==> config.mk <==
export PLATFORM = sky130hd
export DESIGN_NAME = mux_rr_scheduler
export DESIGN_NICKNAME = d
export VERILOG_FILES = /design/src/rtl/mux_sched_pkg.sv /design/src/rtl/mux_rr_scheduler_rr_pick.sv /design/src/rtl/mux_rr_scheduler.sv
export SDC_FILE = /design/constraint.sdc
export NUM_CORES = 1
export LEC_CHECK = 0
export CAP_MARGIN = 25
export CORE_UTILIZATION = 40
export CTS_BUF_LIST = sky130_fd_sc_hd__clkbuf_16
export CTS_CLUSTER_DIAMETER = 60
export CTS_CLUSTER_SIZE = 28
export DETAILED_ROUTE_END_ITERATION = 12
export SYNTH_ARGS = -nofsm -noshare
export SYNTH_HDL_FRONTEND = slang
export SYNTH_HIERARCHICAL = 1
export SYNTH_SLANG_ARGS = --single-unit
==> constraint.sdc <==
create_clock -name clk -period 5.5 [get_ports clk]
set_input_delay 1.1 -clock clk [delete_from_list [all_inputs] [get_ports clk]]
set_output_delay 1.1 -clock clk [all_outputs]
set_load 0.02 [all_outputs]
==> src/rtl/mux_sched_pkg.sv <==
// Shared types and helpers for the round-robin mux scheduler.
package mux_sched_pkg;

    localparam int N_REQ = 8;
    localparam int SEL_W = 3;

    typedef enum logic {
        IDLE = 1'b0,
        HOLD = 1'b1
    } state_e;

    // One-hot vector with only bit s set.
    function automatic logic [N_REQ-1:0] onehot_of(input logic [SEL_W-1:0] s);
        logic [N_REQ-1:0] v;
        v    = '0;
        v[s] = 1'b1;
        return v;
    endfunction

endpackage

==> src/rtl/mux_rr_scheduler_rr_pick.sv <==
// Combinational round-robin picker: first unmasked request at or above ptr,
// wrapping modulo N_REQ.
module rr_pick
    import mux_sched_pkg::*;
(
    input  logic [N_REQ-1:0] req,
    input  logic [SEL_W-1:0] ptr,
    input  logic [N_REQ-1:0] mask,
    output logic [SEL_W-1:0] idx,
    output logic             found
);

    logic [N_REQ-1:0] masked;
    logic [SEL_W-1:0] pos;

    // Scan from the farthest offset down so the nearest hit to ptr wins.
    always_comb begin
        masked = req & ~mask;
        found  = 1'b0;
        idx    = ptr;
        pos    = ptr;
        for (int k = N_REQ - 1; k >= 0; k--) begin
            pos = ptr + SEL_W'(k);
            if (masked[pos]) begin
                found = 1'b1;
                idx   = pos;
            end
        end
    end

endmodule

==> src/rtl/mux_rr_scheduler.sv <==
// Round-robin scheduler driving the select of an 8:1 data mux.
// Each winner owns the mux for HOLD_CYCLES cycles or until it drops its
// request; a new winner follows on the same edge with no idle cycle.
// Optional feature: define MUX_SCHED_PRIO0_EN to give req[0] absolute
// priority at every arbitration point.
module mux_rr_scheduler
    import mux_sched_pkg::*;
#(
    parameter  int HOLD_CYCLES = 4,
    localparam int CNT_W       = $clog2(HOLD_CYCLES + 1)
) (
    input  logic             clk,
    input  logic             rst_n,
    input  logic             en,
    input  logic [N_REQ-1:0] req,
    output logic [SEL_W-1:0] sel,
    output logic [N_REQ-1:0] grant,
    output logic             valid,
    output logic             done
);

    localparam logic [CNT_W-1:0] CNT_LOAD     = CNT_W'(HOLD_CYCLES - 1);
    localparam logic [CNT_W-1:0] CNT_ONE      = CNT_W'(1);
    localparam logic             DONE_ON_LOAD = (HOLD_CYCLES == 1);

    state_e           state_q;
    logic [SEL_W-1:0] ptr_q;
    logic [CNT_W-1:0] cnt_q;
    logic [SEL_W-1:0] sel_q;
    logic [N_REQ-1:0] grant_q;
    logic             valid_q;
    logic             done_q;

    logic [SEL_W-1:0] pick_ptr;
    logic [N_REQ-1:0] pick_mask;
    logic [SEL_W-1:0] rr_idx;
    logic             rr_found;
    logic [SEL_W-1:0] win_idx;
    logic             win_found;
    logic             end_win;

    // In HOLD the picker sees the pointer as it will be after this window,
    // with the current winner masked so others get precedence.
    always_comb begin
        pick_ptr  = ptr_q;
        pick_mask = '0;
        if (state_q == HOLD) begin
            pick_ptr  = sel_q + SEL_W'(1);
            pick_mask = onehot_of(sel_q);
        end
    end

    rr_pick u_pick (
        .req   (req),
        .ptr   (pick_ptr),
        .mask  (pick_mask),
        .idx   (rr_idx),
        .found (rr_found)
    );

    // Final winner: optional source-0 priority, then round-robin, then the
    // current winner again when it is the only one still asking.
    always_comb begin
        win_idx   = rr_idx;
        win_found = rr_found;
        if (state_q == HOLD && !rr_found && req[sel_q]) begin
            win_idx   = sel_q;
            win_found = 1'b1;
        end
`ifdef MUX_SCHED_PRIO0_EN
        if (req[0]) begin
            win_idx   = '0;
            win_found = 1'b1;
        end
`endif
        end_win = (cnt_q == '0) || !req[sel_q];
    end

    // Scheduler FSM with registered outputs; done is looked ahead one cycle
    // so it lines up with the last valid cycle of a full window.
    always_ff @(posedge clk or negedge rst_n) begin
        if (!rst_n) begin
            state_q <= IDLE;
            ptr_q   <= '0;
            cnt_q   <= '0;
            sel_q   <= '0;
            grant_q <= '0;
            valid_q <= 1'b0;
            done_q  <= 1'b0;
        end else begin
            done_q <= 1'b0;
            case (state_q)
                IDLE: begin
                    if (en && win_found) begin
                        state_q <= HOLD;
                        sel_q   <= win_idx;
                        grant_q <= onehot_of(win_idx);
                        valid_q <= 1'b1;
                        cnt_q   <= CNT_LOAD;
                        if (DONE_ON_LOAD) done_q <= 1'b1;
                    end else begin
                        valid_q <= 1'b0;
                        grant_q <= '0;
                    end
                end
                HOLD: begin
                    if (end_win) begin
                        ptr_q <= sel_q + SEL_W'(1);
                        // Early release: done lands one cycle after the drop.
                        if (cnt_q != '0) done_q <= 1'b1;
                        if (en && win_found) begin
                            sel_q   <= win_idx;
                            grant_q <= onehot_of(win_idx);
                            valid_q <= 1'b1;
                            cnt_q   <= CNT_LOAD;
                            if (DONE_ON_LOAD) done_q <= 1'b1;
                        end else begin
                            state_q <= IDLE;
                            valid_q <= 1'b0;
                            grant_q <= '0;
                            cnt_q   <= '0;
                        end
                    end else begin
                        cnt_q <= cnt_q - CNT_ONE;
                        if (cnt_q == CNT_ONE) done_q <= 1'b1;
                    end
                end
                default: state_q <= IDLE;
            endcase
        end
    end

    assign sel   = sel_q;
    assign grant = grant_q;
    assign valid = valid_q;
    assign done  = done_q;

endmodule

# Word-level counts from Yosys, hierarchy flattened
# Cells that the tools add are included.
# Widths: inputs -> output; s select.
dict set report word_totals {
  register_bits 20
  inputBits 11
  out_inout_bits 13
  elab_cells 106
}
dict set report classes {
  n_addsub 9
  n_lt_le_gt_ge 12
  eq_ne 3
  muxes 61
  bitwise 3
  n_reduce_logical 11
}
# op count
set ops {}
lappend ops {{$mux 3} 14}
lappend ops {{$lt 3x4->1 const B} 10}
lappend ops {{$bmux 1 s3} 9}
lappend ops {{$mux 1} 27}
lappend ops {{$mux 8} 3}
lappend ops {{$pmux 8 s2} 1}
lappend ops {{$add 3x3->3 const B} 4}
lappend ops {{$pmux 3 s2} 2}
lappend ops {{$and 8x8->8} 1}
lappend ops {{$not 8->8} 1}
lappend ops {{$add 3x1->3 const B} 2}
lappend ops {{$add 3x2->3 const B} 2}
lappend ops {{$demux 1 s3} 2}
lappend ops {{$ge 3x1->1 const B} 2}
lappend ops {{$logic_and 1x1->1} 5}
lappend ops {{$pmux 1 s2} 2}
lappend ops {{$eq 3x1->1 const B} 1}
lappend ops {{$logic_not 3->1} 1}
lappend ops {{$reduce_bool 3->1} 1}
lappend ops {{$sub 3x1->3 const B} 1}
lappend ops {{$logic_not 1->1} 2}
lappend ops {{$mux 2} 1}
lappend ops {{$ne 2x1->1 const B} 1}
lappend ops {{$ne 2x2->1 const B} 1}
lappend ops {{other kinds (3)} 3}

# Longest topological paths before layout
# Gate-level depths: netlist (run 1).
dict set report logic_depth {
  depth_word 28
  depth_mapped 16
  ltp_nobuf 15
}

# Cells and area by module
# Netlist (run 1), hierarchy kept.
# module instances cells_each area_per_inst_um2 seq_area_each_um2
set modules_own_cells {}
lappend modules_own_cells {mux_rr_scheduler 1 117 1117.3 500.5}
lappend modules_own_cells {rr_pick 1 114 848.3 0.0}

# Worst setup path before layout (run 1)
# Ideal clock, no wire load.
dict set report synth_path {
  path_type {register to register}
  from {register sel_q[0], in the netlist sel[0]}
  to {register grant_q[4], in the netlist grant[4]}
  setup_time_ns 0.083
  arrival_ns 3.863
  slack_ns 1.555
  stages_incl_launch_ff 15
  period_less_slack_ns 3.945
  cell_sequence {dfrtp_1 ha_1 mux2_2 buf_4 clkinv_1 ha_1 clkbuf_1 mux4_2 o21bai_1 nor4b_1 nand2_1 clkbuf_1 nor3b_4 mux2_2 o21ai_0}
}
# item line_no
set synth_rtl {}
lappend synth_rtl {{from (decl)} mux_rr_scheduler.sv:29} ;# logic [SEL_W-1:0] sel_q;
lappend synth_rtl {{from (signal assigned)} mux_rr_scheduler.sv:96} ;# sel_q <= win_idx;
lappend synth_rtl {{from (signal assigned)} mux_rr_scheduler.sv:112} ;# sel_q <= win_idx;
lappend synth_rtl {{$add 3x1->3 *} mux_rr_scheduler.sv:48} ;# pick_ptr = sel_q + SEL_W'(1);
lappend synth_rtl {{$mux 3 *} mux_rr_scheduler.sv:47} ;# if (state_q == HOLD) begin
lappend synth_rtl {{via pick_ptr[1]} mux_rr_scheduler.sv:34} ;# logic [SEL_W-1:0] pick_ptr;
lappend synth_rtl {{$add 3x3->3} mux_rr_scheduler_rr_pick.sv:23} ;# pos = ptr + SEL_W'(k);
lappend synth_rtl {{$bmux 1 s3} mux_rr_scheduler_rr_pick.sv:24} ;# if (masked[pos]) begin
lappend synth_rtl {{$mux 1 (implied by the code)} mux_rr_scheduler_rr_pick.sv:24}
lappend synth_rtl {{$mux 1 (7 in a row)} mux_rr_scheduler_rr_pick.sv:24}
lappend synth_rtl {{$mux 1 *} mux_rr_scheduler_rr_pick.sv:24}
lappend synth_rtl {{via rr_found} mux_rr_scheduler.sv:37} ;# logic rr_found;
lappend synth_rtl {{(+3 left out)} n/a}
lappend synth_rtl {{$mux 3} mux_rr_scheduler.sv:66} ;# if (state_q == HOLD && !rr_found && req[sel_q]) begin
lappend synth_rtl {{$lt 3x4->1 (implied by the code) / $ge 3x1->1 (equally long branches)} mux_sched_pkg.sv:16} ;# v[s] = 1'b1;
lappend synth_rtl {{$logic_and 1x1->1 (implied by the code)} mux_sched_pkg.sv:16}
lappend synth_rtl {{$mux 1 (implied by the code)} mux_sched_pkg.sv:16}
lappend synth_rtl {{$demux 1 s3} mux_sched_pkg.sv:16}
lappend synth_rtl {{$mux 8 *} {mux_rr_scheduler.sv:94, mux_rr_scheduler.sv:111}}
lappend synth_rtl {{$mux 8} mux_rr_scheduler.sv:107} ;# if (end_win) begin
lappend synth_rtl {{$pmux 8 s2 *} mux_rr_scheduler.sv:92} ;# case (state_q)
lappend synth_rtl {{to (signal assigned)} mux_rr_scheduler.sv:97} ;# grant_q <= onehot_of(win_idx);
lappend synth_rtl {{to (signal assigned)} mux_rr_scheduler.sv:113} ;# grant_q <= onehot_of(win_idx);
lappend synth_rtl {{to (decl)} mux_rr_scheduler.sv:30} ;# logic [N_REQ-1:0] grant_q;
# Mark *: on every way through the listed nets, which the timed path passes. The rest lies on a longest branch. The select of a mux whose other input is x is not followed.
# A chain may end at the register's enable or synchronous reset.

# Worst setup path in the final report (run 1)
dict set report layout_path {
  from {register sel_q[1], in the netlist sel[1]}
  to {register grant_q[4], in the netlist grant[4]}
}
# The elaborated chain is that of the path after synthesis.

==> results of run 1 <==
## layout by cell type, fill, tap and decap left out, types with 3 or more instances in the layout
cell,instances
nor2b_1,13
mux2_2,13
a22oi_1,3
nand2b_1,14
ha_1,6
dfrtp_1,20
a21oi_1,7
nand2_1,31
nor2_1,22
o21a_1,3
mux2i_1,9
o31ai_1,3
clkbuf_16,3
o21ai_0,17
mux4_2,5
o21ai_1,3
a211oi_1,3
xnor2_1,4
inv_1,5
nor3_1,8
clkdlybuf4s50_1,23
## worst max-delay path: cells and delay by family, from the launching register on
kind / cells / cell delay [ps]
mux: 3 / 1270
fa+ha+maj: 2 / 940
simple gates: 3 / 950
buf+inv: 1 / 230
compound gates: 2 / 340
flops: 1 / 510
## state kept, by name, summed over array words and instances, names as in the netlist
signal   count
valid        1
grant        8
ptr_q        3
sel          3
done         1
cnt_q        3
state_q      1
## synthesized netlist by cell type, types with 3 or more instances
master | instances | area (um2)
nor3_1 | 8 | 40.0
clkbuf_1 | 4 | 15.0
o21a_1 | 3 | 22.5
ha_1 | 6 | 75.1
a22oi_1 | 3 | 22.5
a21oi_1 | 7 | 35.0
dfrtp_1 | 20 | 500
xnor2_1 | 4 | 35.0
nor2_1 | 22 | 82.6
mux2i_1 | 9 | 90.1
a211oi_1 | 3 | 22.5
nand2_1 | 31 | 116
o21ai_0 | 18 | 90.1
o31ai_1 | 3 | 22.5
nand2b_1 | 14 | 87.6
inv_1 | 5 | 18.8
mux4_2 | 5 | 113
mux2_2 | 13 | 146
nor2b_1 | 13 | 81.3
## cells by family after synthesis
group / after synthesis / synth area share
xor gates and xnor gates: 5 / 0.0223
and+or+nand+nor: 96 / 0.244
DFF: 20 / 0.255
buffers and inverters: 17 / 0.0433
adders and majority gates: 6 / 0.0382
AOI/OAI and AO/OA: 57 / 0.192
muxes: 30 / 0.206
## metal layers
metal / track usage / vias to the layer above / routed length (um)
met1: 0.293 / 817 / 2420
met5: 0 / - / 0
li1: - / 876 / -
met3: 0.0181 / 6 / 182
met4: 0.0501 / 0 / 40
met2: 0.334 / 40 / 2400
## metrics by stage
step,instances,utilization
floorplan,231,-
global placement,313,0.473
detailed placement,313,0.473
CTS,317,0.495
global route,318,0.496
finish,318,0.496
## worst max-delay path by stage
stage	cells after the start	endpoint	from
floorplan	14	grant[4]$_DFFE_PN0P_	sel[0]$_DFFE_PN0P_
global placement	11	grant[7]$_DFFE_PN0P_	sel[0]$_DFFE_PN0P_
detailed placement	11	grant[5]$_DFFE_PN0P_	sel[0]$_DFFE_PN0P_
CTS	11	grant[7]$_DFFE_PN0P_	sel[0]$_DFFE_PN0P_
global route	11	grant[4]$_DFFE_PN0P_	sel[1]$_DFFE_PN0P_
finish	11	grant[4]$_DFFE_PN0P_	sel[1]$_DFFE_PN0P_
## layout make-up
cell class / instances / area (um2) / area share
multi-input cells: 194 / 1380 / 0.589
repair buffers: 25 / 245 / 0.105
flip-flops and latches: 20 / 500 / 0.213
clock inverters: 1 / 30.0 / 0.0128
inverters: 8 / 30.0 / 0.0128
clock buffers: 3 / 75.1 / 0.0320
well taps: 67 / 83.8 / 0.0358
==> reports/summary.txt, run 1 <==
clk_lat worst skew: 250 ps
dpl cell area: 2230 um2
post-route cell area: 2340 um2
Setup violations, final: 0
routed length per instance: 15.8 um
pre-CTS WS: 1040 ps
clock-pin slew on the worst setup and hold paths: 60 ps
most common flop cell mapped by yosys: dfrtp_1
R2R Path Start: sel[1]$_DFFE_PN0P_
grt total ovfl: 0
distinct cell type count after synthesis: 48
Max Cap Violations: 0
core area: 4720 um2
Reg-to-Reg End: grant[4]$_DFFE_PN0P_
R2R cell count: 11
Inserted Clock Buffers: 3
largest net degree at the start of global routing: 21
critical-path cell list: ha_1, mux2_2, clkinv_1, ha_1, mux4_2, o21bai_1, nor4b_1, nand2_1, nor3b_4, mux2_2, o21ai_0
cell area after synthesis: 1970 um2
full die area: 5200 um2
Avg Vias per Cell: 5.47
Max Clock Skew: 2.96 ps
Post-synth EDFFs: 0
root buffer cell: clkbuf_16
synthesized instance count: 231
Fin Setup TNS: 0 ps
CTS tree: done
Ports: 24
total number of vias: 1739
starting density of the core: 0.416
fill count: 467
hold path startpoint: valid$_DFFE_PN0P_
Post-CTS Setup Bufs: 0
sequential area share after synthesis: 0.255
slowest stage delay, CP: 590 ps
Hold WS: 478 ps
initial DRC count: 114
CTS H-tree lvls: 1
layout cell share with drive strength beyond 1: 0.131
final hold violations: 0
cts hold-fix bufs: 0
Slew @ Worst Pin: 916 ps
CP arrival: 4510 ps
clock sink count: 20
port bufs: 23
#FFs+latches synth: 20
maximum fanout along the worst path: 12
first-pass GRT wire length: 8380 um
DRC violation count after routing: 0
Chip Width: 72.1 um
setup ws final: 1160 ps
category of the most critical setup path: flip-flop to flip-flop
Ys Warns: 6
WHS Path Cells: 2
Syn-to-layout area delta: 19.3%
gr usage total: 0.205
Slew Limit Fails: 0
worst-path cell with the longest stage delay: mux4_2
initial antenna violation count: 0
Startpoint Class: flip-flop
Synth Area per Inst: 8.51 um2
Rel. slew slack: 0.388
RSZ-0062 raised after global routing: no
antenna viol nets, final: 0
routability cong.: 0.882
Max Freq: 230 MHz
Final min period: 4340 ps
required time worst endpoint: 5670 ps
Synth Net Count: 248
DRT Pass-1 Iters: 4
hpwl dp: 3830 um
Worst Hold Path EP: valid$_DFFE_PN0P_
vias in the first global route: 1702
status: completed
nets: 269
worst min path class: flip-flop to flip-flop
DRT Wirelength: 5040 um
Die H: 72.1 um
Setup crit end kind: flip-flop
number of antenna diodes: 0
Max Buffers Root-to-Sink: 2
Final Cycle Share: 0.790
FFs w/ async S/R, synth: 1.00
CTS resizes: 0
Site Rows: 25
R2R Setup Slk: 1160 ps
Power of run 1 is not shown: default switching activity piles up to over one toggle a cycle in this logic, so the estimate is an artifact.
==> run 2, diff against run 1 <==
==> constraint.sdc (replaced) <==
create_clock -name clk -period 3.5 [get_ports clk]
set_input_delay 0.7 -clock clk [delete_from_list [all_inputs] [get_ports clk]]
set_output_delay 0.7 -clock clk [all_outputs]
set_load 0.02 [all_outputs]
==> run 2 against run 1 <==
Sequential cell count unchanged. Die area is the same. Count of clock-buffer cells in the layout unchanged. Maximum frequency is 27% higher. Non-clock buffer count up 39. First-iteration DRC count fell by 12%. Register-to-register slack got worse by 1100 ps. Core utilization up 8.7 points. Critical path depth up 3. Global-route usage grew 1.7 points. Largest cell class unchanged.
==> reports/summary.txt, run 2 (synthesized netlist as in run 1, its figures left out) <==
port bufs: 23 (unchanged)
largest net degree at the start of global routing: 21 (unchanged)
Ports: 24 (unchanged)
gr usage total: 0.222 (was 0.205)
final hold violations: 0 (unchanged)
Max Clock Skew: 5.02 ps (was 2.96 ps)
Avg Vias per Cell: 5.43 (was 5.47)
Layout Cells excl Fill: 357 (was 318)
Final Cycle Share: 0.979 (was 0.790)
total number of vias: 1940 (was 1739)
layout cell share with drive strength beyond 1: 0.303 (was 0.131)
CTS H-tree lvls: 1 (unchanged)
full die area: 5200 um2 (unchanged)
post-route cell area: 2760 um2 (was 2340 um2)
starting density of the core: 0.416 (unchanged)
clock-pin slew on the worst setup and hold paths: 60 ps (about the same)
Setup violations, final: 0 (unchanged)
crit path to: grant[5]$_DFFE_PN0P_ (was grant[4]$_DFFE_PN0P_)
vias in the first global route: 1759 (was 1702)
DRT Pass-1 Iters: 4 (unchanged)
R2R cell count: 14 (was 11)
initial DRC count: 100 (was 114)
routability cong.: 0.907 (was 0.882)
Inserted Clock Buffers: 3 (unchanged)
first-pass GRT wire length: 8870 um (was 8380 um)
maximum fanout along the worst path: 5 (was 12)
Max Cap Violations: 0 (unchanged)
Slew Limit Fails: 0 (unchanged)
hpwl dp: 4320 um (was 3830 um)
core area: 4720 um2 (unchanged)
DRT Wirelength: 5610 um (was 5040 um)
root buffer cell: clkbuf_16 (unchanged)
most common cell after layout, fill and taps aside: buf_4 (was nand2_1)
cts hold-fix bufs: 0 (unchanged)
register area: 505 um2 (was 500 um2)
placed cells: 349 (was 313)
dpl cell area: 2560 um2 (was 2230 um2)
number of antenna diodes: 0 (unchanged)
Max Buffers Root-to-Sink: 2 (unchanged)
DRC violation count after routing: 0 (unchanged)
area of the multi-input gates: 1490 um2 (was 1380 um2)
initial antenna violation count: 0 (unchanged)
Die H: 72.1 um (unchanged)
Hold WS: 489 ps (was 478 ps)
Final min period: 3430 ps (was 4340 ps)
commonest non-fill, non-tap cells in the layout: buf_4, nand2_1, clkdlybuf4s50_1 (was nand2_1, clkdlybuf4s50_1, nor2_1)
clk_lat worst skew: 260 ps (was 250 ps)
nets: 308 (was 269)
Syn-to-layout area delta: 40.2% (was 19.3%)
Reg-to-Reg End: grant[5]$_DFFE_PN0P_ (was grant[4]$_DFFE_PN0P_)
Slew @ Worst Pin: 899 ps (was 916 ps)
routed length per instance: 15.7 um (was 15.8 um)
Site Rows: 25 (unchanged)
clock sink count: 20 (unchanged)
Setup crit end kind: flip-flop (unchanged)
Rel. slew slack: 0.399 (was 0.388)
fill count: 438 (was 467)
CTS tree: done (unchanged)
R2R Path Start: sel[1]$_DFFE_PN0P_ (unchanged)
Max Freq: 292 MHz (was 230 MHz)
CP arrival: 3610 ps (was 4510 ps)
worst min path class: flip-flop to flip-flop (unchanged)
Chip Width: 72.1 um (unchanged)
R2R Setup Slk: 70 ps (was 1160 ps)
status: completed (unchanged)
category of the most critical setup path: flip-flop to flip-flop (unchanged)
Startpoint Class: flip-flop (unchanged)
grt total ovfl: 0 (unchanged)
antenna viol nets, final: 0 (unchanged)
Crit. Startpoint: sel[1]$_DFFE_PN0P_ (unchanged)
max reg flops: 8 (unchanged)
required time worst endpoint: 3690 ps (was 5670 ps)
## run 2: changes by cell type in the layout (fill, tap and decap cells not counted), sizes merged
cell | previous run | this run
buf | 2 | 41
clkinv | 2 | 1
clkinvlp | 0 | 1
## run 2: cell type report
class	instances	area share
well taps	67	0.0304
inverters	8	0.0141
repair buffers	64	0.195
multi-input cells	194	0.539
clock buffers	3	0.0272
clock inverters	1	0.0109
flip-flops and latches	20	0.183
## run 2: per-layer routing
metal | track usage | up-vias | wire length [um]
li1 | - | 951 | -
met1 | 0.335 | 924 | 2770
met2 | 0.318 | 51 | 2440
met3 | 0.0403 | 14 | 245
met4 | 0.0697 | 0 | 153
met5 | 0 | - | 0
## run 2: metrics by stage
step,utilization,setup WS [ps],TNS (ps)
after floorplan,-,-14.8,-59.0
after global placement,0.541,-112,-664
after detailed placement,0.541,-157,-1350
after CTS,0.564,0.719,0
after global routing,0.584,-79.4,-423
final,0.584,74.1,0
## run 2: repair_timing
item | 4_1_cts | 5_1_grt
gates resized for setup | 0 | 14
setup buffers | 0 | 4
endpoints found under the setup margin | 0 | 15
## run 2: worst min-delay path by stage
stage                              start              endpoint  slack [ps]  cells after the start
finish              grant[4]$_DFFE_PN0P_  grant[4]$_DFFE_PN0P_         490                      2
global route        grant[2]$_DFFE_PN0P_  grant[2]$_DFFE_PN0P_         520                      1
CTS                 grant[7]$_DFFE_PN0P_  grant[7]$_DFFE_PN0P_         490                      2
detailed placement     valid$_DFFE_PN0P_     valid$_DFFE_PN0P_         470                      2
global placement    ptr_q[0]$_DFFE_PN0P_  ptr_q[0]$_DFFE_PN0P_         470                      2
floorplan                          rst_n  cnt_q[0]$_DFFE_PN0P_         400                      0
## run 2: critical path, cell delays in order, from the launching register on
cell	delay (ps)
dfrtp_2	430
ha_4	240
mux2_4	290
clkinv_4	60
ha_4	130
xor2_1	250
mux2_2	380
a21boi_1	270
nor2b_1	270
buf_4	140
nand2_1	90
nor3b_4	200
buf_4	180
mux2_4	320
o21ai_1	120
Power of run 2 is left out for the same reason.
